File: src/rtl/btn_event_filter.sv
// btn_event_filter: synchronise, debounce and turn raw buttons into press/release/repeat pulses
module btn_event_filter #(
  parameter int N_BTN = 4,
  parameter int DEBOUNCE_CYCLES = 1_000_000,
  parameter int REPEAT_DELAY = 50_000_000,
  parameter int REPEAT_PERIOD = 10_000_000,
  parameter logic [N_BTN-1:0] REPEAT_MASK = 4'b0001
) (
  input  logic             clk_i,
  input  logic             rst_i,
  input  logic [N_BTN-1:0] btn_i,
  output logic [N_BTN-1:0] level_o,
  output logic [N_BTN-1:0] press_o,
  output logic [N_BTN-1:0] release_o,
  output logic             any_level_o
);
  localparam int DW = $clog2(DEBOUNCE_CYCLES + 1);
  localparam int RM = REPEAT_DELAY > REPEAT_PERIOD ? REPEAT_DELAY : REPEAT_PERIOD;
  localparam int HW = $clog2(RM + 1);
  logic [N_BTN-1:0] s1, s;
  // two-flop synchroniser per button
  always_ff @(posedge clk_i or posedge rst_i) begin
    if (rst_i) begin
      s1 <= '0;
      s  <= '0;
    end else begin
      s1 <= btn_i;
      s  <= s1;
    end
  end
  assign any_level_o = |level_o;
  for (genvar i = 0; i < N_BTN; i++) begin : g_btn
    logic [DW-1:0] cnt;
    logic [HW-1:0] hold;
    logic rep, lvl, prs, rel, acc, rpt;
    // acc: changed level has persisted long enough; rpt: hold counter reached the current repeat target
    always_comb begin
      acc = s[i] != lvl && cnt == DW'(DEBOUNCE_CYCLES - 1);
      rpt = REPEAT_MASK[i] && REPEAT_DELAY > 0 && lvl && !acc &&
            hold == (rep ? HW'(REPEAT_PERIOD - 1) : HW'(REPEAT_DELAY - 1));
    end
    // debounce counter, accepted level, event pulses and repeat phase; release beats any due repeat
    always_ff @(posedge clk_i or posedge rst_i) begin
      if (rst_i) begin
        cnt  <= '0;
        hold <= '0;
        rep  <= 1'b0;
        lvl  <= 1'b0;
        prs  <= 1'b0;
        rel  <= 1'b0;
      end else begin
        cnt  <= (s[i] == lvl || acc) ? '0 : cnt + 1'b1;
        lvl  <= acc ? s[i] : lvl;
        prs  <= (acc && s[i]) || rpt;
        rel  <= acc && !s[i];
        hold <= (!lvl || acc || rpt) ? '0 : hold + 1'b1;
        rep  <= lvl && !acc && (rep || rpt);
      end
    end
    assign level_o[i]   = lvl;
    assign press_o[i]   = prs;
    assign release_o[i] = rel;
  end
endmodule

File: config.mk
export PLATFORM = sky130hd
export DESIGN_NAME = btn_event_filter
export DESIGN_NICKNAME = d
export VERILOG_FILES = /design/src/rtl/btn_event_filter.sv
export SDC_FILE = /design/constraint.sdc
export NUM_CORES = 1
export LEC_CHECK = 0
export ABC_AREA = 1
export CAP_MARGIN = 20
export CORE_MARGIN = 2
export CORE_UTILIZATION = 55
export DETAILED_ROUTE_END_ITERATION = 6
export GPL_TIMING_DRIVEN = 0
export PLACE_DENSITY = 0.77
export SETUP_SLACK_MARGIN = 0.02
export SLEW_MARGIN = 0
export SYNTH_ARGS = -nofsm -noshare
export SYNTH_HDL_FRONTEND = slang
export SYNTH_SLANG_ARGS = --single-unit
File: constraint.sdc
create_clock -name clk_i -period 11.8 [get_ports clk_i]
set_clock_uncertainty 0.1 [all_clocks]
set_input_delay 2.95 -clock clk_i [delete_from_list [all_inputs] [get_ports clk_i]]
set_output_delay 2.95 -clock clk_i [all_outputs]
set_load 0.03 [all_outputs]
Yosys cells after proc, flatten, opt, wreduce, memory -nomap -nowiden. Cells that the tools add are included.

Add/subtract/negate cells: 5. $mul: 0. Div/mod/pow operators: 0. $lt $le $gt $ge: 0. Equal/unequal tests: 13. Shifts and indexed selects: 0. Multiplexer cells: 6. Bitwise operators: 0. Reduce and logical (&&, ||, !) cells: 30.

Operators with widths (count): $add 20x1->20 const B (4); $eq 20x20->1 const B (4); $mux 20 (4); $mux 26 (2); $add 26x1->26 const B (1); $eq 26x26->1 (1); $logic_and 1x1->1 (15); $logic_or 1x1->1 (8); $logic_not 1->1 (6); $eq 1x1->1 (4); $ne 1x1->1 (4); $reduce_or 4->1 (1).

Register bits after elaboration: 127. Bits in latches: 0. Memory bits (writable): 0. ROM bits: 0. Input port bits: 6. Word-level logic and storage cells: 74. Memories kept: 0.

Depth between registers and ports, before layout. Gate-level depths: netlist of the first run.

Depth in word-level cells: 7. Depth in mapped cells: 10. Gate-level depth less buffers: 10.

Worst setup path before layout of the first run. No wires, ideal clock.

Path type: flip-flop to output port. Start: reg g_btn[0].lvl. End: out any_level_o. Arrival: 0.840 ns. Path slack: 7.910 ns. Stages on the path, launching flop included: 3. Path through: dfrtp_1 -> inv_1 -> nand4_1.

Word-level cells in the longest chain between the ends: 1.

RTL lines: start: declaration (RTL line 35) `logic rep, lvl, prs, rel, acc, rpt;`; start signal: assignment (RTL line 53) `lvl <= acc ? s[i] : lvl;`; $reduce_or 4->1 (RTL line 31) `assign any_level_o = |level_o;`; end: declaration (RTL line 15) `output logic any_level_o`.

No other way between the ends.

Final worst setup path of the first run. Ends and elaborated chain as after synthesis.

==> results.sh, run 1 <==
export IMPL_status="finished clean"
export IMPL_drc_errors=0
export IMPL_rows=40
export IMPL_cp_arrival_ps=1850
export IMPL_netlist_area_um2=6760
export IMPL_pin_count=19
export IMPL_crit_path_max_fanout=6
export IMPL_r2r_cells=7
export IMPL_dp_hpwl_mm=9.57
export IMPL_die_w_um=115
export IMPL_vias=5532
export IMPL_ys_ff_latch=127
export IMPL_antenna_cells=0
export IMPL_post_cts_setup_buffers=0
export IMPL_cts_buffers_inserted=17
export IMPL_cts_tree="done"
export IMPL_h_tree_depth=4
export IMPL_finalCriticalPeriod_ps=4900
export IMPL_cp_slowest_cell="clkdlybuf4s50_1"
export IMPL_firstDrtPassIters=5
export IMPL_via_per_inst=5.08
export IMPL_start_util=0.562
export IMPL_path_class="reg2out"
export IMPL_die_h_um=115
export IMPL_cp_end_kind="output port"
export IMPL_timing_fmax_mhz=204
export IMPL_slowest_delay_ps=670
export IMPL_met2_usage=0.361
export IMPL_grt_pass1_wl_mm=23.5
export IMPL_synth_avg_cell_area_um2=7.57
export IMPL_ctsResizeCount=0
export IMPL_final_nets=941
export IMPL_grt_max_degree=76
export IMPL_place_gp_congestion=0.887
export IMPL_finalCritPeriodShare=0.416
export IMPL_gr_total_overflow=0
export IMPL_power_total_w=0.000980
export IMPL_multi_input_area_um2=3080
export IMPL_avgRoutedWirePerCell_um=12.3
export IMPL_grt_use_met1=0.305
export IMPL_worstSetupPathDepth=3
export IMPL_die_area_um2=13200
export IMPL_path_buf_inv=2
export IMPL_antenna_found_initial=0
export IMPL_grt_total_usage=0.226
export IMPL_seq_area_um2=3180
export IMPL_clock_sinks=127
export IMPL_critPathTopFamily="buffers and inverters"
export IMPL_synth_yosys_seq_area_share=0.470
export IMPL_clk_pin_slew_ps=50
export IMPL_peakVddDrop_uv=150
export IMPL_ant_nets=0
export IMPL_max_cap_viol_count=0
export IMPL_finalSetupViolations=0
export IMPL_routed_wirelength_mm=13.4
export IMPL_drive_gt1_frac=0.0636
export IMPL_relSlewSlack=0.675
export IMPL_hold_path_class="reg2reg"
export IMPL_slew_violations=0
export IMPL_hold_buffers=0
export IMPL_io_buffers=18
export IMPL_core_um2=12000
export IMPL_met3_usage=0.0559
export IMPL_drt_initial_drc_count=363
export IMPL_finalCoreUtilization=0.644
export IMPL_tns_ps=0
export IMPL_hold_viol_final=0
export IMPL_cts_buffer_depth=2
export IMPL_synth_cell_types=30
export IMPL_fillers=1049
export IMPL_required_ps=8750
export IMPL_powerDensity_nw_per_um2=127
export IMPL_hold_depth=0
export IMPL_grt_pass1_vias=5245
export IMPL_clock_latency_ps=420
export IMPL_netlist_instances=892
export IMPL_worst_pin_slew_ps=488
export IMPL_start_kind="flip-flop"
export IMPL_area_delta_synth_final_pct=14.4
export IMPL_rsz0062_at_grt="false"
export IMPL_cts_root_buf="clkbuf_16"
export IMPL_synth_warnings=0
export IMPL_p_leak_nw=3.32
export IMPL_busiest_layer="met2"
export IMPL_path_cells="inv_1 > nand4_1 > clkdlybuf4s50_1"
export IMPL_syn_num_nets=903
## path summary, 6_finish.rpt
check	startpoint	end	slack [ps]
worst max register to register	g_btn[2].cnt[0]$_DFF_PP0_	g_btn[2].cnt[17]$_DFF_PP0_	9730
worst max-delay path	g_btn[0].lvl$_DFFE_PP0P_	any_level_o	6900
max in group asynchronous	rst_i	g_btn[0].cnt[13]$_DFF_PP0_	8040
min in group asynchronous	rst_i	s1[2]$_DFF_PP0_	2850
worst min register to register	s1[3]$_DFF_PP0_	s[3]$_DFF_PP0_	250
worst min-delay path	s1[3]$_DFF_PP0_	s[3]$_DFF_PP0_	250
## Yosys cell counts (all sizes together)
library cell,instances,share of area
xor2,42,0.056
o21bai,3,0.0033
inv,94,0.052
nand3,56,0.043
ha,5,0.0093
o21ai,12,0.0089
or2,2,0.0019
nand3b,4,0.0044
a21oi,8,0.0059
nor3b,5,0.0056
nand4,23,0.024
nand2,220,0.12
a31oi,3,0.0028
dfrtp,127,0.47
nor4,1,0.00093
buf,19,0.022
nor3,11,0.0081
xnor2,18,0.023
nor2,237,0.13
and2,2,0.0019
## logic make-up after synthesis
family                     after synthesis  share of synthesized area
buffers and inverters                  113                     0.0743
adders and majority gates                5                    0.00926
AOI/OAI and AO/OA                       26                     0.0209
DFF                                    127                      0.470
and+or+nand+nor                        561                      0.346
xor gates and xnor gates                60                     0.0789
## area by class of cell
class,count,area share
inverters,94,0.0463
plain buffers,19,0.0193
well taps,147,0.0238
clock buffers,26,0.0646
repair buffers,19,0.0269
multi-input cells,652,0.398
clock inverters,6,0.0104
flip-flops and latches,127,0.411
## flip-flops by register name, summed over array words and instances (netlist names)
name	flops
g_btn.rep	1
g_btn.lvl	4
g_btn.prs	4
g_btn.hold	26
g_btn.cnt	80
s1	4
g_btn.rel	4
s	4
## where the power goes
part           switching [W]  internal (W)
combinational      0.0000176    0.00000778
sequential        0.00000440      0.000441
clock               0.000178      0.000331
total               0.000200      0.000780
## per-layer routing
layer / share of wire / vias to the layer above
met5: 0 / -
met1: 0.49 / 2585
met3: 0.035 / 16
li1: - / 2848
met4: 0.014 / 0
met2: 0.46 / 83
## layout by cell type, fill, tap and decap left out, types with 2 or more instances in the layout
cell	instances
nand4_1	21
dfrtp_1	127
buf_4	14
nor3b_1	5
nor3_1	11
clkinv_2	4
o21ai_0	12
clkdlybuf4s50_1	18
clkbuf_8	4
clkbuf_1	5
a31oi_1	3
nand3_2	2
clkbuf_16	17
nand2_1	218
inv_1	92
nor2_1	235
nand3_1	54
buf_6	3
and2_1	2
a21oi_1	8
nand3b_1	4
or2_2	2
o21bai_1	3
ha_1	5
nand2_2	2
xor2_1	41
bufinv_16	2
xnor2_1	18
buf_2	2
## metrics by stage
| stage | setup slack [ps] | hold WS, ps | instances | cell area, um2 |
|---|---|---|---|---|
| floorplan | 5370 | 231 | 892 | 6760 |
| global placement | 3620 | 233 | 1057 | 7120 |
| detailed placement | 7320 | 236 | 1058 | 7150 |
| CTS | 6870 | 249 | 1090 | 7730 |
| global route | 6830 | 254 | 1090 | 7730 |
| finish | 6900 | 251 | 1090 | 7730 |
No activity file was read; power rests on OpenSTA's default activity.
==> inputs of run 2 (changes only) <==
- clock period: 11.8 -> 4.9 ns (I/O delays scaled with it)
==> results of run 2 <==
Same layout as run 1 (identical final DEF). Status: finished clean.
Main changes from that run: setup slack after placement 7320 ps -> 2150 ps; setup slack after layout 6900 ps -> 1720 ps; register-to-register setup slack 9730 ps -> 2830 ps; total power 0.000980 W -> 0.00236 W; worst IR drop on VDD 150 uV -> 361 uV
